--- src/rtl/lsu_ctrl_if.sv ---
// lsu_ctrl_if: bundles every bus-side signal of lsu_ctrl.
//   Request  : i_req_valid, o_req_ready, i_req_we, i_req_funct3, i_req_addr, i_req_wdata
//   Response : o_rsp_valid, o_rsp_rdata, o_rsp_err, o_rsp_misaligned (one-cycle pulse)
//   Memory   : o_mem_addr, o_mem_wdata, o_mem_bmask, o_mem_wren, i_mem_rdata (combinational read)
// The i_/o_ prefixes are from lsu_ctrl's point of view. The slave modport is
// lsu_ctrl itself; the master modport is the execute stage plus data memory.
interface lsu_ctrl_if #(
  parameter int ADDR_W = 11
);
  logic              i_req_valid;
  logic              o_req_ready;
  logic              i_req_we;
  logic [2:0]        i_req_funct3;
  logic [ADDR_W-1:0] i_req_addr;
  logic [31:0]       i_req_wdata;

  logic              o_rsp_valid;
  logic [31:0]       o_rsp_rdata;
  logic              o_rsp_err;
  logic              o_rsp_misaligned;

  logic [ADDR_W-1:0] o_mem_addr;
  logic [31:0]       o_mem_wdata;
  logic [3:0]        o_mem_bmask;
  logic              o_mem_wren;
  logic [31:0]       i_mem_rdata;

  modport slave (
    input  i_req_valid, i_req_we, i_req_funct3, i_req_addr, i_req_wdata, i_mem_rdata,
    output o_req_ready, o_rsp_valid, o_rsp_rdata, o_rsp_err, o_rsp_misaligned,
    output o_mem_addr, o_mem_wdata, o_mem_bmask, o_mem_wren
  );

  modport master (
    output i_req_valid, i_req_we, i_req_funct3, i_req_addr, i_req_wdata, i_mem_rdata,
    input  o_req_ready, o_rsp_valid, o_rsp_rdata, o_rsp_err, o_rsp_misaligned,
    input  o_mem_addr, o_mem_wdata, o_mem_bmask, o_mem_wren
  );
endinterface

--- src/rtl/lsu_ctrl.sv ---
// lsu_ctrl: load/store unit in front of a 2^ADDR_W-byte data memory.
// Takes one load/store per request, turns it into one or more memory accesses
// (misaligned loads read two words, misaligned stores write byte by byte),
// and returns the sign/zero-extended load result as a one-cycle response.
// Ports:
//   i_clk      rising-edge clock
//   i_reset_n  asynchronous active-low reset
//   bus        lsu_ctrl_if.slave: request, response and memory signals
// Memory outputs depend only on state and latched request registers.
module lsu_ctrl #(
  parameter int ADDR_W = 11
) (
  input  logic      i_clk,
  input  logic      i_reset_n,
  lsu_ctrl_if.slave bus
);

  typedef enum logic [2:0] {IDLE, ACC0, ACC1, BYTE, RESP} state_t;

  state_t            state_q;
  state_t            state_d;

  logic              we_q;
  logic [2:0]        funct3_q;
  logic [ADDR_W-1:0] addr_q;
  logic [31:0]       wdata_q;
  logic [1:0]        k_q;      // byte index while splitting a misaligned store
  logic [31:0]       lo_q;     // first word of a misaligned load
  logic [31:0]       rdata_q;
  logic              err_q;
  logic              mis_q;

  logic              accept;
  logic              req_legal;
  logic              req_mis;
  logic [1:0]        last_k;
  logic [31:0]       pair_shifted;

  function automatic logic [31:0] extend_load(input logic [2:0] funct3, input logic [31:0] raw);
    logic [31:0] r;
    case (funct3)
      3'b000:  r = {{24{raw[7]}}, raw[7:0]};
      3'b001:  r = {{16{raw[15]}}, raw[15:0]};
      3'b100:  r = {24'h0, raw[7:0]};
      3'b101:  r = {16'h0, raw[15:0]};
      default: r = raw;
    endcase
    return r;
  endfunction

  // Decode of the incoming request; only meaningful while accepting in IDLE.
  always_comb begin
    case (bus.i_req_funct3)
      3'b000, 3'b001, 3'b010: req_legal = 1'b1;
      3'b100, 3'b101:         req_legal = !bus.i_req_we;  // unsigned forms exist only for loads
      default:                req_legal = 1'b0;
    endcase
    req_mis = (bus.i_req_funct3[1:0] == 2'b01 && bus.i_req_addr[0]) ||
              (bus.i_req_funct3[1:0] == 2'b10 && bus.i_req_addr[1:0] != 2'b00);
  end

  assign accept = (state_q == IDLE) && bus.i_req_valid;
  assign last_k = (funct3_q[1:0] == 2'b01) ? 2'd1 : 2'd3;

  // Second word of a misaligned load arrives in ACC1; {hi,lo} shifted down to
  // put byte A at bit 0.
  assign pair_shifted = 32'({bus.i_mem_rdata, lo_q} >> {addr_q[1:0], 3'b000});

  // NOTE: every register, including the data-path latches, sits on the
  // asynchronous reset so outputs are defined the instant i_reset_n falls.
  always_ff @(posedge i_clk or negedge i_reset_n) begin
    if (!i_reset_n) state_q <= IDLE;
    else            state_q <= state_d;
  end

  // NOTE: state uses non-blocking assignments so every register samples
  // pre-edge values regardless of statement order.
  always_ff @(posedge i_clk or negedge i_reset_n) begin
    if (!i_reset_n) begin
      we_q     <= 1'b0;
      funct3_q <= 3'b000;
      addr_q   <= '0;
      wdata_q  <= 32'h0;
      k_q      <= 2'd0;
      lo_q     <= 32'h0;
      rdata_q  <= 32'h0;
      err_q    <= 1'b0;
      mis_q    <= 1'b0;
    end else begin
      case (state_q)
        IDLE: begin
          if (accept) begin
            we_q     <= bus.i_req_we;
            funct3_q <= bus.i_req_funct3;
            addr_q   <= bus.i_req_addr;
            wdata_q  <= bus.i_req_wdata;
            k_q      <= 2'd0;
            rdata_q  <= 32'h0;
            err_q    <= !req_legal;
            mis_q    <= req_legal && req_mis;
          end
        end
        ACC0: begin
          if (!we_q) begin
            if (mis_q) lo_q    <= bus.i_mem_rdata;
            else       rdata_q <= extend_load(funct3_q, bus.i_mem_rdata);
          end
        end
        ACC1:    rdata_q <= extend_load(funct3_q, pair_shifted);
        BYTE:    k_q     <= k_q + 2'd1;
        default: ;
      endcase
    end
  end

  // Next state and all outputs.
  always_comb begin
    // NOTE: every output gets a default before the case so no path can
    // leave one unassigned and infer a latch.
    state_d              = state_q;
    bus.o_req_ready      = 1'b0;
    bus.o_rsp_valid      = 1'b0;
    bus.o_rsp_rdata      = 32'h0;
    bus.o_rsp_err        = 1'b0;
    bus.o_rsp_misaligned = 1'b0;
    bus.o_mem_addr       = '0;
    bus.o_mem_wdata      = 32'h0;
    bus.o_mem_bmask      = 4'b1111;
    bus.o_mem_wren       = 1'b0;

    case (state_q)
      IDLE: begin
        bus.o_req_ready = 1'b1;
        if (bus.i_req_valid) begin
          if (!req_legal)                  state_d = RESP;
          else if (req_mis && bus.i_req_we) state_d = BYTE;
          else                             state_d = ACC0;
        end
      end
      ACC0: begin
        if (mis_q) begin
          // Misaligned load: read the word holding byte A.
          bus.o_mem_addr = {addr_q[ADDR_W-1:2], 2'b00};
          state_d        = ACC1;
        end else begin
          bus.o_mem_addr  = addr_q;
          bus.o_mem_wren  = we_q;
          bus.o_mem_wdata = wdata_q;
          case (funct3_q[1:0])
            2'b00:   bus.o_mem_bmask = 4'b0001;
            2'b01:   bus.o_mem_bmask = 4'b0011;
            default: bus.o_mem_bmask = 4'b1111;
          endcase
          state_d = RESP;
        end
      end
      ACC1: begin
        // Next word; the word index wraps from the top of memory to 0.
        bus.o_mem_addr = {addr_q[ADDR_W-1:2] + (ADDR_W-2)'(1), 2'b00};
        state_d        = RESP;
      end
      BYTE: begin
        bus.o_mem_addr  = addr_q + ADDR_W'(k_q);
        bus.o_mem_bmask = 4'b0001;
        bus.o_mem_wren  = 1'b1;
        bus.o_mem_wdata = {24'h0, wdata_q[{k_q, 3'b000} +: 8]};
        if (k_q == last_k) state_d = RESP;
      end
      RESP: begin
        bus.o_rsp_valid      = 1'b1;
        bus.o_rsp_rdata      = rdata_q;
        bus.o_rsp_err        = err_q;
        bus.o_rsp_misaligned = mis_q;
        state_d              = IDLE;
      end
      default: state_d = IDLE;
    endcase
  end

endmodule

--- src/flat_wrapper.sv ---
// flat-port wrapper written by rule: the top's interface ports become plain ports
module lsu_ctrl_flat 
#(
  parameter int ADDR_W = 11
)
  (i_clk, i_reset_n, bus_i_req_valid, bus_i_req_we, bus_i_req_funct3, bus_i_req_addr, bus_i_req_wdata, bus_i_mem_rdata, bus_o_req_ready, bus_o_rsp_valid, bus_o_rsp_rdata, bus_o_rsp_err, bus_o_rsp_misaligned, bus_o_mem_addr, bus_o_mem_wdata, bus_o_mem_bmask, bus_o_mem_wren);
  lsu_ctrl_if #(.ADDR_W(ADDR_W)) bus_i ();
  input  logic i_clk;
  input  logic i_reset_n;
  input wire logic [$bits(bus_i.i_req_valid)-1:0] bus_i_req_valid;
  input wire logic [$bits(bus_i.i_req_we)-1:0] bus_i_req_we;
  input wire logic [$bits(bus_i.i_req_funct3)-1:0] bus_i_req_funct3;
  input wire logic [$bits(bus_i.i_req_addr)-1:0] bus_i_req_addr;
  input wire logic [$bits(bus_i.i_req_wdata)-1:0] bus_i_req_wdata;
  input wire logic [$bits(bus_i.i_mem_rdata)-1:0] bus_i_mem_rdata;
  output wire logic [$bits(bus_i.o_req_ready)-1:0] bus_o_req_ready;
  output wire logic [$bits(bus_i.o_rsp_valid)-1:0] bus_o_rsp_valid;
  output wire logic [$bits(bus_i.o_rsp_rdata)-1:0] bus_o_rsp_rdata;
  output wire logic [$bits(bus_i.o_rsp_err)-1:0] bus_o_rsp_err;
  output wire logic [$bits(bus_i.o_rsp_misaligned)-1:0] bus_o_rsp_misaligned;
  output wire logic [$bits(bus_i.o_mem_addr)-1:0] bus_o_mem_addr;
  output wire logic [$bits(bus_i.o_mem_wdata)-1:0] bus_o_mem_wdata;
  output wire logic [$bits(bus_i.o_mem_bmask)-1:0] bus_o_mem_bmask;
  output wire logic [$bits(bus_i.o_mem_wren)-1:0] bus_o_mem_wren;
  assign bus_i.i_req_valid = bus_i_req_valid;
  assign bus_i.i_req_we = bus_i_req_we;
  assign bus_i.i_req_funct3 = bus_i_req_funct3;
  assign bus_i.i_req_addr = bus_i_req_addr;
  assign bus_i.i_req_wdata = bus_i_req_wdata;
  assign bus_i.i_mem_rdata = bus_i_mem_rdata;
  assign bus_o_req_ready = bus_i.o_req_ready;
  assign bus_o_rsp_valid = bus_i.o_rsp_valid;
  assign bus_o_rsp_rdata = bus_i.o_rsp_rdata;
  assign bus_o_rsp_err = bus_i.o_rsp_err;
  assign bus_o_rsp_misaligned = bus_i.o_rsp_misaligned;
  assign bus_o_mem_addr = bus_i.o_mem_addr;
  assign bus_o_mem_wdata = bus_i.o_mem_wdata;
  assign bus_o_mem_bmask = bus_i.o_mem_bmask;
  assign bus_o_mem_wren = bus_i.o_mem_wren;
  lsu_ctrl #(.ADDR_W(ADDR_W)) u_core (.i_clk(i_clk), .i_reset_n(i_reset_n), .bus(bus_i));
endmodule
--- config.mk ---
export PLATFORM = sky130hd
export DESIGN_NAME = lsu_ctrl_flat
export DESIGN_NICKNAME = d
export VERILOG_FILES = /design/src/rtl/lsu_ctrl_if.sv /design/src/rtl/lsu_ctrl.sv /design/src/flat_wrapper.sv
export SDC_FILE = /design/constraint.sdc
export NUM_CORES = 1
export LEC_CHECK = 0
export ABC_AREA = 1
export BUFFER_PORTS_ARGS = -buffer_cell sky130_fd_sc_hd__buf_2
export CAP_MARGIN = 20
export CORE_MARGIN = 2
export CORE_UTILIZATION = 45
export DETAILED_ROUTE_END_ITERATION = 8
export PLACE_DENSITY = 0.8
export SETUP_SLACK_MARGIN = 0.05
export SYNTH_ARGS = -nofsm -noshare
export SYNTH_HDL_FRONTEND = slang
export SYNTH_SLANG_ARGS = --single-unit
export TNS_END_PERCENT = 50
--- constraint.sdc ---
create_clock -name i_clk -period 1.8 [get_ports i_clk]
set_clock_uncertainty 0.1 [all_clocks]
set_input_delay 0.27 -clock i_clk [delete_from_list [all_inputs] [get_ports i_clk]]
set_output_delay 0.27 -clock i_clk [all_outputs]
set_load 0.01 [all_outputs]
# Yosys cells after proc, flatten, opt, wreduce, memory -nomap -nowiden
# Cells that the tools add are included.
[totals] ff_bits=118 input_bits=82 output_inout_bits=84
[op_classes] addsub=3 eq_ne=20 shifts=2 muxes=30 bitwise_logic=1 reduce_logical=22
[op_table] op="$pmux W32 S4" n=2
[op_table] op="$mux W32" n=5
[op_table] op="$pmux W32 S3" n=1
[op_table] op="$pmux W32 S2" n=1
[op_table] op="$shr A64 B5 Y32" n=1
[op_table] op="$pmux W11 S3" n=1
[op_table] op="$shiftx A32 B6 Y8" n=1
[op_table] op="$pmux W4 S2" n=2
[op_table] op="$eq A3 B3 Y1 const B" n=5
[op_table] op="$mux W3" n=4
[op_table] op="$pmux W3 S4" n=1
[op_table] op="$add A11 B2 Y11" n=1
[op_table] op="$add A9 B1 Y9 const B" n=1
[op_table] op="$eq A3 B1 Y1 const B" n=3
[op_table] op="$eq A3 B2 Y1 const B" n=3
[op_table] op="$logic_not A3 Y1" n=3
[op_table] op="$mux W2" n=4
[op_table] op="$ne A2 B2 Y1 const B" n=3
[op_table] op="$reduce_and A2 Y1" n=3
[op_table] op="$logic_and A1 B1 Y1" n=5
[op_table] op="$mux W1" n=5
[op_table] op="$eq A2 B1 Y1 const B" n=2
[op_table] op="$mux W4" n=1
[op_table] op="$ne A2 B1 Y1 const B" n=2
[op_table] op="other kinds (15)" n=18

# Depth between registers and ports, before layout
# Gate-level depths: netlist of run 1.
[depth] depth_word=8 depth_mapped=10

# Least setup slack after synthesis of run 1
# Ideal clock, no wire load.
[synth_path] kind="register -> output" from="register u_core.addr_q[0]" to="output port bus_o_mem_addr[8]" arrival_time_ns=1.613 t_required_ns=1.430 path_slack_ns=-0.183 path_stages_with_launch=9 path_cell_list="dfrtp_1 > ha_1 > fa_1 > o21ai_1 > nor2_1 > nand2_1 > o21ai_0 > o31ai_1 > nand2_1"
[synth_between] elab_chain_cells=2
[synth_lines] item="start: declaration" line="lsu_ctrl.sv:25" text="logic [ADDR_W-1:0] addr_q;"
[synth_lines] item="start signal: assignment" line="lsu_ctrl.sv:95" text="addr_q <= bus.i_req_addr;"
[synth_lines] item="$add A11 B2 Y11" line="lsu_ctrl.sv:163" text="bus.o_mem_addr = addr_q + ADDR_W'(k_q);"
[synth_lines] item="$pmux W11 S3" line="lsu_ctrl.sv:131" text="case (state_q)"
[synth_lines] item="end: declaration" line="flat_wrapper.sv:21" text="output wire logic [$bits(bus_i.o_mem_addr)-1:0] bus_o_mem_addr;"
# Every way passes these cells.

# Final worst setup path of run 1
[layout_path] from="register u_core.addr_q[1]" to="output port bus_o_mem_addr[7]"
# Same word-level chain as after synthesis.

==> results of run 1 <==
-- cell usage after synthesis --
library cell	number	share of area (%)
clkbuf_1	17	0.85
o21ai_2	31	3.6
ha_1	3	0.50
dfrtp_1	118	39
nor3_1	3	0.20
o21ai_1	8	0.53
buf_2	28	1.9
clkinv_1	2	0.10
nand2_4	1	0.15
a31oi_1	1	0.083
mux2_1	16	2.4
o311a_1	2	0.27
nor4_1	1	0.083
inv_1	107	5.3
a22oi_1	14	1.4
conb_1	1	0.050
nor2_1	140	7.0
o21bai_1	1	0.10
o211ai_1	2	0.20
mux2_2	3	0.45
o22ai_1	2	0.17
nand4_1	2	0.17
a21o_1	7	0.70
nand2_1	259	13
nand3_1	92	6.1
o31ai_1	2	0.20
inv_2	11	0.55
a211oi_1	1	0.10
nor2_4	4	0.60
inv_4	2	0.17
a22o_1	2	0.23
nand3b_1	1	0.10
buf_4	9	0.90
nand2_2	6	0.50
fa_1	1	0.27
nand3_2	6	0.80
o21ai_0	40	2.7
nor2_8	1	0.27
a21oi_1	103	6.9
buf_1	2	0.10
buf_6	8	1.2
-- power groups by stage --
stage | Clock (mW) | Combinational (mW) | Sequential, mW
6_report | 3.59 | 10.7 | 4.92
3_5_place_dp | 0 | 8.15 | 4.84
3_3_place_gp | 0 | 7.97 | 4.79
2_1_floorplan | 0 | 5.93 | 4.55
5_1_grt | 3.70 | 11.6 | 5.00
4_1_cts | 3.59 | 9.61 | 4.81
-- flip-flops by register name, indices dropped and copies added, names as in the netlist --
register,flops
u_core.err_q,1
u_core.rdata_q,32
u_core.lo_q,32
u_core.funct3_q,3
u_core.wdata_q,32
u_core.k_q,2
u_core.we_q,1
u_core.mis_q,1
u_core.addr_q,11
u_core.state_q,3
-- worst paths after layout --
| check | cells past startpoint | to | slack, ns | from |
|---|---|---|---|---|
| min in group asynchronous | 3 | u_core.lo_q[4] | 0.29 | i_reset_n |
| max | 9 | bus_o_mem_addr[7] | -0.81 | u_core.addr_q[1] |
| min | 3 | u_core.wdata_q[9] | -0.0007 | bus_i_req_wdata[9] |
| max in group asynchronous | 3 | u_core.funct3_q[1] | 0.96 | i_reset_n |
| min reg2reg | 2 | u_core.lo_q[0] | 0.39 | u_core.lo_q[0] |
| max reg2reg | 9 | u_core.rdata_q[23] | -0.15 | u_core.addr_q[1] |
-- per-stage QoR --
| step | setup WS [ns] | setup TNS [ns] |
|---|---|---|
| floorplan | -0.0695 | -0.0695 |
| global placement | -0.124 | -0.580 |
| detailed placement | -0.170 | -1.23 |
| CTS | -0.620 | -27.10 |
| global route | -0.851 | -38.87 |
| finish | -0.814 | -33.33 |
-- logic make-up (layout without fill, tap and decap cells) --
group	Yosys count	after routing	share of synthesized area, %
and+or+nand+nor	516	516	28.9
AOI/OAI and AO/OA	216	216	17.1
buffers and inverters	186	433	11.1
DFF	118	118	39.3
muxes	19	19	2.85
adders and majority gates	4	4	0.765
other	1	2	0.0499
-- per-layer routing --
layer,track usage [%],part of all wire [%]
met1,36.1,35
met5,0,0
met3,10.0,11
met2,49.4,48
met4,16.8,5.4
-- area by class of cell --
class                           instances  area [sq um]  area share, %
Multi-Input combinational cell        756          4290           39.0
Sequential cell                       118          2960           26.9
Timing Repair Buffer                  278          2360           21.5
Inverter                              122           485           4.42
Clock buffer                           18           439           4.00
Tap cell                              220           275           2.50
Clock inverter                         14           178           1.62
Timing Repair inverter                  1          11.3          0.102
Antenna cell                            1          2.50         0.0228
-- what timing repair did --
| item | in CTS | in global routing |
|---|---|---|
| hold buffers | 33 | 0 |
| setup buffers | 19 | 10 |
| pin swaps | 15 | 22 |
| gates cloned | 6 | 0 |
| endpoints found under the setup margin | 135 | 157 |
| hold endpoints to repair | 150 | 0 |
| gates resized for setup | 120 | 97 |
-- worst max-delay path, delay by kind of cell (launching register included) --
family                     cells  cell delay (ns)
and+or+nand+nor                4             0.47
DFF                            1             0.42
AOI/OAI and AO/OA              2             0.35
buffers and inverters          2             0.32
adders and majority gates      1             0.24
==> impl_metrics.toml, run 1 <==
[status]
outcome = "finished with violations"
violations = "hold timing, setup timing"

[critical_path]
crit_fanout = 4
cp.required_ns = 1.43
slowest_delay_ns = 0.42
crit_slowest_cell = "dfrtp_1"
end_kind = "primary output"
crit_path_start_kind = "register"
path_class = "register to primary output"
path_cells = "buf_6 -> ha_4 -> a21o_4 -> nor2_4 -> nor3_2 -> o21ai_0 -> nand2_1 -> nor2_2 -> buf_2"
critical_path_arrival_ns = 2.24

[layout]
area_growth_pct = 46.2
fin_nets = 1380
fin_area_sq_um = 11000
layout-drive-gt1-share_pct = 33.0
utilization_pct = 66.8
final_cell_mix = "nand2_1, buf_2, dfrtp_1"
final_common_cell = "nand2_1"
finalNonFillerCells = 1528
fill_cells = 1188

[synthesis]
ys_types = 41
netlist_area_sq_um = 7520
yosysSeqAreaShare_pct = 39.3
syn_nets = 1146
syn_avg_cell_area_sq_um = 7.09
yosys_warnings = 0
synth_seq_cells = 118
syn_inst = 1060

[timing]
worst_slack_ns = -0.814
fmaxAchievable_mhz = 383
setup_viol = 123
rsz0062_at_grt = "yes"
whs_ns = -0.000725
fin_crit_ns = 2.61
slew_viol_final = 0
hold_viol_final = 1
fin_crit_sh_pct = 145

[place]
portBuffers = 164
place_inst = 1431
gp_congestion = 0.943
place_area_sq_um = 8870
dp_hpwl_um = 16800

[clock_tree]
cts_made_buffers = 17
cts_tree = "built"
cts-htree-levels = 4
clock-sinks = 118
cts_max_path_buffers = 2
cts.root.buffer_cell = "clkbuf_16"
worstSkewPairLatency_ns = 0.43
path_clk_slew_ns = 0.06

[floorplanning]
dieArea_sq_um = 17800
die_h_um = 133
rows = 47
ios = 166
fp.coreArea_sq_um = 16500
initial_utilization_pct = 45.7
die_w_um = 133

[route]
finalWirelength_um = 28900
vias = 8819
detail_route.iter0.violations = 1087
first_pass_iters = 5
antenna_left = 0
drc = 0
via_per_inst = 5.77
wire_per_inst_um = 18.9

[grt]
grt_antenna_before_repair = 2
grt_max_degree = 63
grt_usage_pct = 30.6
grt_first_pass_wirelength_um = 42700
grt-ovfl-total = 0
grt_pass1_vias = 8407

[power_and_ir_drop]
vdd_drop_max_mv = 1.08
total_power_mw = 19.2
switchingPower_mw = 8.85
swShare_pct = 46.2
p_leak_nw = 5.55
p_per_area_nw_per_um2 = 1740
clkPwrFrac_pct = 18.7
intPower_mw = 10.3
p_comb_share_pct = 55.6
p_seq_share_pct = 25.7

[hold_path]
hp-class = "primary input to register"

[job]
maxCapViolations = 0
No activity file was read; power rests on OpenSTA's default activity.
==> inputs of run 2 (changes only) <==
HOLD_SLACK_MARGIN = 0.06   (was unset)
==> run 2 against run 1 <==
  * The flow finishes with violations (setup timing)
  * Sequential cell count unchanged
  * Clock-buffer cell count unchanged
  * Highest routed layer unchanged
  * Non-clock buffer count up 35
  * Register-to-register slack worse by 0.03 ns
  * Total power up 0.98%
  * Final area up 3.2%
  * Combinational power about the same
  * Core utilization up 2.2 points
  * Largest cell class unchanged
==> impl_metrics.toml, run 2 (synthesis gave the netlist of run 1 again) <==
[status]
violations = "setup timing"
outcome = "finished with violations"

[floorplanning]
die_w_um = 133
fp.coreArea_sq_um = 16500
dieArea_sq_um = 17800
initial_utilization_pct = 45.7
rows = 47
die_h_um = 133
ios = 166

[route]
drc = 0
vias = 9060
detail_route.iter0.violations = 1123
antenna_left = 0
via_per_inst = 5.80
finalWirelength_um = 30000
wire_per_inst_um = 19.2
first_pass_iters = 6

[place]
place_inst = 1431
gp_congestion = 0.943
place_area_sq_um = 8870
dp_hpwl_um = 16800
portBuffers = 164

[grt]
use_met1_pct = 36.0
grt_usage_pct = 31.1
top_usage_layer = "met2"
grt_use_met2_pct = 50.6
grt_first_pass_wirelength_um = 43600
grt_max_degree = 63
met3_usage_pct = 10.2
grt-ovfl-total = 0
grt_antenna_before_repair = 2
grt_pass1_vias = 8684

[clock_tree]
path_clk_slew_ns = 0.07
cts_tree = "built"
worstSkewPairLatency_ns = 0.44
cts_made_buffers = 17
cts-htree-levels = 4
clock-sinks = 118
cts.root.buffer_cell = "clkbuf_16"
cts_max_path_buffers = 2

[layout]
final_common_cell = "nand2_1"
final_cell_mix = "nand2_1, buf_2, dfrtp_1"
finalNonFillerCells = 1563
utilization_pct = 68.9
reg_top3 = "u_core.lo_q x32, u_core.rdata_q x32, u_core.wdata_q x32"
fin_area_sq_um = 11300
area_growth_pct = 50.9
fin_nets = 1415
layout-drive-gt1-share_pct = 32.1

[timing]
setup_viol = 118
fin_crit_ns = 2.58
fmaxAchievable_mhz = 387
fin_crit_sh_pct = 143
worst_slack_ns = -0.783
hold_viol_final = 0
slew_viol_final = 0
whs_ns = 0.0718
rsz0062_at_grt = "yes"

[critical_path]
crit_slowest_cell = "fa_2"
end_kind = "primary output"
crit_path_start_kind = "register"
crit_fanout = 3
path_cells = "ha_2 -> fa_2 -> o21ai_4 -> nor2_2 -> nand2_1 -> o21ai_1 -> o31ai_1 -> nand2_1 -> buf_2"
path_delay_family = "adder cells"
r2r_slack_ns = -0.18
crit_top_cell = "nand2_1"
slowest_delay_ns = 0.45
critical_path_arrival_ns = 2.21
path_buf_inv = 1
cp.required_ns = 1.43
path_class = "register to primary output"

[power_and_ir_drop]
vdd_drop_max_mv = 1.04
p_per_area_nw_per_um2 = 1710
p_leak_nw = 5.70
total_power_mw = 19.4

[hold_path]
hp-class = "primary input to register"

[job]
maxCapViolations = 0
==> run 2: cell count changes in the layout (fill, tap and decap cells not counted), moves of 3 or more <==
| cell | delta |
|---|---|
| o21ai_1 | +3 |
| nand2_2 | +4 |
| buf_4 | -3 |
| dlygate4sd3_1 | +39 |
| nand2_1 | -4 |
==> run 2: final timing paths <==
| check | start | to | cells past startpoint |
|---|---|---|---|
| setup reg to reg | u_core.k_q[1] | u_core.state_q[1] | 11 |
| setup / recovery | u_core.addr_q[0] | bus_o_mem_addr[8] | 9 |
| hold reg to reg | u_core.lo_q[1] | u_core.lo_q[1] | 2 |
| hold / removal | bus_i_mem_rdata[2] | u_core.lo_q[2] | 3 |
| min in group asynchronous | i_reset_n | u_core.rdata_q[5] | 3 |
| max in group asynchronous | i_reset_n | u_core.funct3_q[1] | 3 |
==> run 2: final cells by class <==
class / count / area, sq um
clock buffer: 18 / 439
tap: 220 / 275
multi-input combinational: 756 / 4260
clock inverter: 14 / 178
antenna: 1 / 2.50
timing repair inverter: 1 / 11.3
sequential: 118 / 2960
fill: 1125 / 5120
timing repair buffer: 313 / 2730
inverter: 122 / 492
==> run 2: timing repair <==
item | in CTS | in global routing
gates resized for setup | 120 | 102
endpoints found under the hold margin | 189 | 0
hold buffers | 72 | 0
pin swaps | 15 | 20
gates cloned | 6 | 0
buffers inserted | 19 | 7
setup endpoints to repair | 135 | 165
==> run 2: worst min-delay path, cell delays in order <==
cell,delay (ns)
buf_2,0.13
inv_1,0.09
o21ai_2,0.07
==> run 2: power breakdown <==
part           internal, mW  leakage, nW  switching, mW
Clock                  2.22        0.277           1.39
Sequential             3.94         1.36           1.01
Combinational          4.22         4.06           6.58
Total                  10.4         5.70           8.98
==> run 2: per-stage QoR <==
| stage | worst slack (ns) | setup TNS, ns |
|---|---|---|
| finish | -0.783 | -34.61 |
| global route | -0.851 | -38.14 |
| CTS | -0.620 | -27.10 |
| detailed placement | -0.170 | -1.23 |
| global placement | -0.124 | -0.580 |
| floorplan | -0.0695 | -0.0695 |
==> run 2: metal layers <==
metal  up-vias  routed length, um  part of all wire [%]
li1       3950                  -                     -
met1      4229              10400                    35
met2       703              14500                    48
met3       178               3270                    11
met4         0               1870                   6.2
met5         -                  0                     0
==> inputs of run 3 (changes only) <==
PLACE_DENSITY = unset   (was 0.8)
PLACE_DENSITY_LB_ADDON = 0.05   (was unset)
SKIP_LAST_GASP = 1   (was unset)
==> run 3 against run 2 <==
  * The run still ends with setup timing left
  * Hold slack worse by 0.0049 ns
  * Final area up 0.22%
  * Via count down 10%
==> impl_metrics.toml, run 3 (synthesis gave the netlist of run 1 again) <==
[hold_path]
hp-class = "primary input to register"

[route]
vias = 8116
drc = 0
finalWirelength_um = 26100
wire_per_inst_um = 16.6
antenna_left = 0
first_pass_iters = 7
detail_route.iter0.violations = 743
via_per_inst = 5.17

[clock_tree]
path_clk_slew_ns = 0.06
cts-htree-levels = 4
cts_made_buffers = 17
cts_max_path_buffers = 2
cts_tree = "built"
worstSkewPairLatency_ns = 0.42
clock-sinks = 118
cts.root.buffer_cell = "clkbuf_16"

[timing]
fmaxAchievable_mhz = 418
hold_viol_final = 0
finalSetupTns_ns = -33.66
slew_viol_final = 0
worst_slack_ns = -0.595
rsz0062_at_grt = "yes"
whs_ns = 0.0669
fin_crit_sh_pct = 133
setup_viol = 156
fin_crit_ns = 2.39

[grt]
grt_first_pass_wirelength_um = 39800
grt_pass1_vias = 7541
top_usage_layer = "met2"
grt_use_met2_pct = 44.3
met3_usage_pct = 5.33
use_met1_pct = 41.4
grt_antenna_before_repair = 1
grt_usage_pct = 28.6
grt_max_degree = 64
grt-ovfl-total = 0

[place]
dp_slack_ns = -0.130
dp_hpwl_um = 16300
gp_congestion = 0.833
portBuffers = 164

[layout]
fill_cells = 1376
final_cell_mix = "nand2_1, dfrtp_1, buf_2"
antenna_cells = 0
area_growth_pct = 51.2
fin_nets = 1422
final_common_cell = "nand2_1"
reg_top3 = "u_core.lo_q x32, u_core.rdata_q x32, u_core.wdata_q x32"
utilization_pct = 69.1
layout-drive-gt1-share_pct = 32.4

[status]
outcome = "finished with violations"
violations = "setup timing"

[critical_path]
cp.required_ns = 1.43
path_class = "register to primary output"
crit_path_start_kind = "register"
critical_path_arrival_ns = 2.02
end_kind = "primary output"
crit_fanout = 5

[floorplanning]
initial_utilization_pct = 45.7
dieArea_sq_um = 17800
die_w_um = 133
die_h_um = 133
ios = 166
rows = 47
fp.coreArea_sq_um = 16500

[power_and_ir_drop]
p_per_area_nw_per_um2 = 1640
p_leak_nw = 5.72
vdd_drop_max_mv = 1.01

[job]
maxCapViolations = 0
[run 3: path summary, 6_finish.rpt]
path	cells after the start	to	slack (ns)	startpoint
setup / recovery	10	bus_o_mem_addr[7]	-0.59	u_core.addr_q[0]
hold / removal	3	u_core.funct3_q[2]	0.07	bus_i_req_funct3[2]
setup reg to reg	10	u_core.rdata_q[13]	-0.16	u_core.state_q[1]
hold reg to reg	2	u_core.lo_q[4]	0.38	u_core.lo_q[4]
max in group asynchronous	3	u_core.rdata_q[27]	0.74	i_reset_n
min in group asynchronous	2	u_core.addr_q[8]	0.22	i_reset_n
[run 3: per-stage QoR]
stage	instance area (sq um)	instances	total power, mW
final	11400	1569	18.7
after global routing	11400	1569	20.0
after CTS	10800	1566	17.8
after detailed placement	8930	1440	13.1
after global placement	8930	1440	13.0
after floorplan	7640	1060	10.5
[run 3: layout make-up]
cell class / instances / area, sq um / area share [%]
inverters: 122 / 490 / 4.31
well taps: 220 / 275 / 2.42
repair inverters: 1 / 6.26 / 0.0550
multi-input cells: 756 / 4260 / 37.5
flip-flops and latches: 118 / 2960 / 26.0
clock buffers: 18 / 439 / 3.86
clock inverters: 14 / 175 / 1.54
repair buffers: 320 / 2770 / 24.3
[run 3: timing repair]
action / 4_1_cts / 5_1_grt
endpoints found under the setup margin: 104 / 138
setup buffers: 21 / 7
endpoints found under the hold margin: 100 / 0
cloned: 7 / 0
gates resized for setup: 93 / 120
hold buffers: 66 / 0
pin swaps: 16 / 15
[run 3: per-layer routing]
metal	vias to the layer above	share of wire (%)
met2	330	47
met1	3786	45
li1	3963	-
met3	35	6.7
met5	-	0.050
met4	2	1.4
[run 3: report_power, final]
| part | switching, mW | internal [mW] |
|---|---|---|
| sequential | 0.914 | 3.94 |
| combinational | 6.11 | 4.12 |
| clock | 1.36 | 2.22 |
| total | 8.39 | 10.3 |
[run 3: worst max-delay path, stage by stage (launching register included)]
cell and delay [ns]:
dfrtp_1 0.39, ha_2 0.19, buf_4 0.13, buf_6 0.11
a21o_4 0.23, nor2_2 0.11, nor3_1 0.05, o21ai_1 0.06
nand2_1 0.06, nor2_1 0.12, buf_2 0.14
